===== src/rtl/axi_rd_arbiter.sv =====
// Round-robin arbiter sharing one AXI4 read master between fetch (req0) and load (req1).
// One burst in flight; AR is registered, R beats are steered to the owner and counted against arlen.
module axi_rd_arbiter #(
  parameter int          ADDR_W    = 32,
  parameter int          DATA_W    = 64,
  parameter logic [2:0]  ARSIZE_V  = 3'd3,
  parameter logic [1:0]  ARBURST_V = 2'b01,
  parameter logic [3:0]  ARCACHE_V = 4'b0011
) (
  input  logic              clk,
  input  logic              rst,
  input  logic              req0_valid,
  input  logic [ADDR_W-1:0] req0_addr,
  input  logic [7:0]        req0_len,
  output logic              req0_ready,
  input  logic              req1_valid,
  input  logic [ADDR_W-1:0] req1_addr,
  input  logic [7:0]        req1_len,
  output logic              req1_ready,
  output logic              rsp0_valid,
  input  logic              rsp0_ready,
  output logic              rsp1_valid,
  input  logic              rsp1_ready,
  output logic [DATA_W-1:0] rsp_data,
  output logic              rsp_last,
  output logic              rd_err,
  output logic [ADDR_W-1:0] araddr,
  output logic              arvalid,
  input  logic              arready,
  output logic [7:0]        arlen,
  output logic [2:0]        arsize,
  output logic [1:0]        arburst,
  output logic [3:0]        arcache,
  input  logic              rvalid,
  input  logic [DATA_W-1:0] rdata,
  input  logic [1:0]        rresp,
  input  logic              rlast,
  output logic              rready
);

  typedef enum logic [1:0] {IDLE, ADDR, DATA} state_t;

  state_t            state_q, state_d;
  logic [ADDR_W-1:0] araddr_q, araddr_d;
  logic [7:0]        arlen_q, arlen_d;
  logic              owner_q, owner_d;
  logic              last_grant_q, last_grant_d;
  logic [7:0]        beat_cnt_q, beat_cnt_d;
  logic              grant_vld;
  logic              grant_id;

  assign araddr   = araddr_q;
  assign arlen    = arlen_q;
  assign arvalid  = (state_q == ADDR);
  assign arsize   = ARSIZE_V;
  assign arburst  = ARBURST_V;
  assign arcache  = ARCACHE_V;
  assign rsp_data = rdata;
  assign rsp_last = rlast;

  // On a tie the requester that did not win last time gets the grant.
  assign grant_vld = req0_valid | req1_valid;
  assign grant_id  = (req0_valid & req1_valid) ? ~last_grant_q : req1_valid;

  always_comb begin
    state_d      = state_q;
    araddr_d     = araddr_q;
    arlen_d      = arlen_q;
    owner_d      = owner_q;
    last_grant_d = last_grant_q;
    beat_cnt_d   = beat_cnt_q;
    req0_ready   = 1'b0;
    req1_ready   = 1'b0;
    rready       = 1'b0;
    rsp0_valid   = 1'b0;
    rsp1_valid   = 1'b0;
    rd_err       = 1'b0;
    case (state_q)
      IDLE: begin
        if (grant_vld) begin
          req0_ready   = ~grant_id;
          req1_ready   = grant_id;
          araddr_d     = grant_id ? req1_addr : req0_addr;
          arlen_d      = grant_id ? req1_len : req0_len;
          owner_d      = grant_id;
          last_grant_d = grant_id;
          beat_cnt_d   = 8'd0;
          state_d      = ADDR;
        end
      end
      ADDR: begin
        if (arready) state_d = DATA;
      end
      DATA: begin
        rready     = owner_q ? rsp1_ready : rsp0_ready;
        rsp0_valid = rvalid & ~owner_q;
        rsp1_valid = rvalid & owner_q;
        if (rvalid && rready) begin
          if (beat_cnt_q != 8'hff) beat_cnt_d = beat_cnt_q + 8'd1;
          // beat_cnt_q is the zero-based index of this beat, so the final beat must equal arlen.
          rd_err = (rresp != 2'b00)
                 | (rlast & (beat_cnt_q != arlen_q))
                 | (~rlast & (beat_cnt_q == arlen_q));
          if (rlast) state_d = IDLE;
        end
      end
      default: state_d = IDLE;
    endcase
  end

  always_ff @(posedge clk) begin
    if (rst) begin
      state_q      <= IDLE;
      araddr_q     <= '0;
      arlen_q      <= 8'd0;
      owner_q      <= 1'b0;
      last_grant_q <= 1'b1;
      beat_cnt_q   <= 8'd0;
    end else begin
      state_q      <= state_d;
      araddr_q     <= araddr_d;
      arlen_q      <= arlen_d;
      owner_q      <= owner_d;
      last_grant_q <= last_grant_d;
      beat_cnt_q   <= beat_cnt_d;
    end
  end

endmodule


===== config.mk =====
export PLATFORM = sky130hd
export DESIGN_NAME = axi_rd_arbiter
export DESIGN_NICKNAME = d
export VERILOG_FILES = /design/src/rtl/axi_rd_arbiter.sv
export SDC_FILE = /design/constraint.sdc
export NUM_CORES = 1
export LEC_CHECK = 0
export CORE_AREA = 2 2 106 108
export CTS_BUF_LIST = sky130_fd_sc_hd__clkbuf_8 sky130_fd_sc_hd__clkbuf_16
export CTS_CLUSTER_SIZE = 8
export DETAILED_ROUTE_END_ITERATION = 7
export DIE_AREA = 0 0 108 110
export PLACE_DENSITY_LB_ADDON = 0.1
export RECOVER_POWER = 100
export SYNTH_ARGS = -nofsm -noshare
export SYNTH_HDL_FRONTEND = slang
export SYNTH_SLANG_ARGS = --single-unit

===== constraint.sdc =====
create_clock -name clk -period 3.5 [get_ports clk]
set_input_delay 0.7 -clock clk [delete_from_list [all_inputs] [get_ports clk]]
set_output_delay 0.7 -clock clk [all_outputs]
set_load 0.01 [all_outputs]

==> metrics.md <==
| Metric | Value |
|---|---|
| Num rows | `38` |
| Starting Density | `28.1%` |
| Setup TNS | `0 ns` |
| Clock skew | `0.00935 ns` |
| Final core utilization | `38.7%` |
| Initial antenna violation count | `0` |
| Final hold slack | `0.453 ns` |
| Via density | `4.65` |
| Synth top area cells | `dfxtp_1 35%, buf_4 19%, mux2i_1 8.0%` |
| Sequential fraction of the synthesis area | `34.6%` |
| Final worst slack | `0.221 ns` |
| Area growth syn-to-layout | `37.5%` |
| Average routed wire per standard cell | `15.8 um` |
| Max cap viols | `0` |
| RSZ-0062 raised after global routing | `no` |
| Worst vdd ir | `0.000152 V` |
| Critical Path Source Type | `primary input` |
| Met1 Wirelength | `3.50 mm` |
| Bufs on Longest Clock Path | `2` |
| Pwr Density | `394 mW/mm2` |
| Final period utilization | `93.7%` |
| Gr ovfl total | `0` |
| Reg-to-reg slack, setup | `1.11 ns` |
| Crit path max fanout | `23` |
| Asr flop ratio synth | `0%` |
| Layout Nets | `562` |
| WHS Path Cells | `2` |
| Largest net degree at the start of global routing | `55` |
| GRT Util Overall | `13.9%` |
| Slowest CP cell | `clkdlybuf4s50_1` |
| Reg2reg end | `beat_cnt_q[4]` |
| # diodes | `0` |
| Type of the most critical hold path | `flip-flop to flip-flop` |
| CTS tree | `yes` |
| Worst Max-Slew Pin Slew | `1.22 ns` |
| Fmax | `305 MHz` |
| DRT iter0 DRCs | `113` |
| Drt first pass iters | `5` |
| Synth top area share | `34.6%` |
| Final Hold Viols | `0` |
| Routed wl met2 | `3.92 mm` |
| CTS Root Cell | `clkbuf_8` |
| Seq cells post-synth | `52` |
| Top sig layer | `met4` |
| Most used cell, CP | `clkdlybuf4s50_1` |
| Crit. End Element | `primary output` |
| Hold_sp | `araddr[20]` |
| Worst r2r path cells | `5` |
| Crit path buf inv count | `3` |
| Die Wd | `108 um` |
| Final Cell Area | `0.00414 mm2` |
| Worst r2r src | `state_q[1]` |
| Pre-CTS setup slack | `0.0829 ns` |
| Family with the most delay on the worst path | `buffers and inverters` |
| CP peak stage delay | `0.54 ns` |
| Hpwl dp | `6.48 mm` |
| Relative slew margins | `18.4%` |
| Post-CTS Hold Buffers | `0` |
| Fin crit period | `3.28 ns` |
| Fill count | `1134` |
| Mapped Cells | `335` |
| Die span in y | `110 um` |
| CTS clk-pin slew, worst paths | `0.10 ns` |
| Clk sinks | `52` |
| Arrival @ worst endpoint | `2.58 ns` |
| Commonest non-fill, non-tap cells in the layout | `90 x clkdlybuf4s50_1, 52 x dfxtp_1, 47 x dlygate4sd3_1` |
| Top Ports | `276` |
| First-pass GRT wire length | `12.7 mm` |
| Number of buffer cells added on primary ports | `138` |
| Final Slew Violations | `0` |
| Synth area leader | `dfxtp_1` |
| Finish-stage setup viols | `0` |
| Avg Cell Area, Syn | `8.98 um2` |
| Number of vias in the routed layout | `2541` |
| Leak | `1.60 nW` |
| Worst Hold Path EP | `araddr[20]` |
| Status | `complete, no violations` |
| Met3 wire length | `1.09 mm` |
| Core Area | `0.0107 mm2` |
| Crit path cell chain | `clkdlybuf4s50_1 > a21boi_4 > buf_4 > and2_0 > clkdlybuf4s50_1` |
| Gpl congestion | `0.742` |
| WL final | `8.65 mm` |
| Setup CP Type | `primary input to primary output` |
| H-tree levels | `2` |
| Distinct cells, synth | `48` |
| Most common cell after layout, fill and taps aside | `clkdlybuf4s50_1` |
| ANT nets after route | `0` |
| Vias in the first global route | `2291` |
| Number of enable flip-flop cells after synthesis | `0` |
| Clk_lat worst skew | `0.31 ns` |
| Synth warn | `0` |
| Fraction of layout cells with a size suffix above 1 | `6.39%` |
| Synth Cell Area | `0.00301 mm2` |
| DP Area | `0.00399 mm2` |
| Most used DFF post-synth | `dfxtp_1` |
| CP required | `2.80 ns` |
| CTS buffer count | `5` |
| Die ar. | `0.0119 mm2` |
| DRC Markers | `0` |
worst max-delay path by stage:
stage                     startpoint          to  slack, ns  depth (start not counted)
final                     req1_valid  req1_ready       0.22                          5
after detailed placement  req0_valid  req0_ready       0.08                          4
after global routing      req1_valid  req1_ready       0.10                          5
after CTS                 req0_valid  req0_ready       0.08                          4
after floorplan           req1_valid  req0_ready       1.46                          3
after global placement    req0_valid  req0_ready       0.11                          4
sequential cells by signal, indices dropped and copies added, names as in the netlist:
register and flops:
araddr 32, arlen 8, beat_cnt_q 8, state_q 2, last_grant_q 1, owner_q 1
area by class of cell:
| class | instances | area (um2) | area share [%] |
|---|---|---|---|
| Clock inverter | 1 | 30.0 | 0.726 |
| Clock buffer | 7 | 96.3 | 2.33 |
| Inverter | 1 | 3.75 | 0.0907 |
| Tap cell | 140 | 175 | 4.23 |
| Sequential cell | 52 | 1040 | 25.2 |
| Multi-Input combinational cell | 196 | 1340 | 32.3 |
| Timing Repair Buffer | 150 | 1450 | 35.1 |
power by group:
part           internal, mW  total [mW]  switching, mW
sequential            0.651       0.688         0.0367
clock                 0.253       0.455          0.202
combinational         0.270       0.489          0.219
per-layer routing:
| layer | vias up | track usage [%] |
|---|---|---|
| met4 | 0 | 5.04 |
| met3 | 8 | 6.29 |
| li1 | 1261 | - |
| met1 | 1128 | 17.2 |
| met2 | 144 | 21.2 |
| met5 | - | 0 |
cells in the mapped netlist (2+ instances only):
library cell	count
nand3_1	4
a31oi_1	3
or3_1	2
a21oi_1	11
a211oi_1	24
o21ai_0	2
xnor2_1	8
nand2_1	10
nand4_1	2
nand2b_1	6
buf_4	76
o32ai_1	2
conb_1	2
and3_1	4
mux2i_1	24
clkbuf_1	6
nand3b_1	2
buf_2	4
clkbuf_2	2
nor2_1	39
buf_1	4
o22ai_1	2
nor2b_1	2
a22oi_1	8
dfxtp_1	52
a222oi_1	10
a221oi_1	3
worst min-delay path, delay by kind of cell (launching register included):
| family | cells | cell delay (ns) |
|---|---|---|
| DFF | 1 | 0.32 |
| and+or+nand+nor | 1 | 0.05 |
| AOI/OAI and AO/OA | 1 | 0.05 |
what timing repair did:
action                     in CTS  in global routing
setup endpoints to repair       0                  1
buffers inserted                0                  6
resized for setup               0                  0
kinds of logic after synthesis:
family                   Yosys count  share of synthesized area (%)
other                              2                          0.250
buffers and inverters             94                           21.7
adder cells (fa/ha/maj)            1                          0.416
XOR/XNOR                           8                           2.33
AND/OR/NAND/NOR                   79                           13.5
flip-flops                        52                           34.6
AO/OA/AOI/OAI                     74                           18.9
multiplexers                      25                           8.36
through the flow:
| stage | instances | total power [mW] |
|---|---|---|
| after detailed placement | 533 | 1.22 |
| after global placement | 533 | 1.21 |
| after CTS | 541 | 1.68 |
| final | 547 | 1.63 |
| after global routing | 547 | 1.74 |
| after floorplan | 342 | 1.02 |
Note: power is estimated with default switching activity, not from simulation.
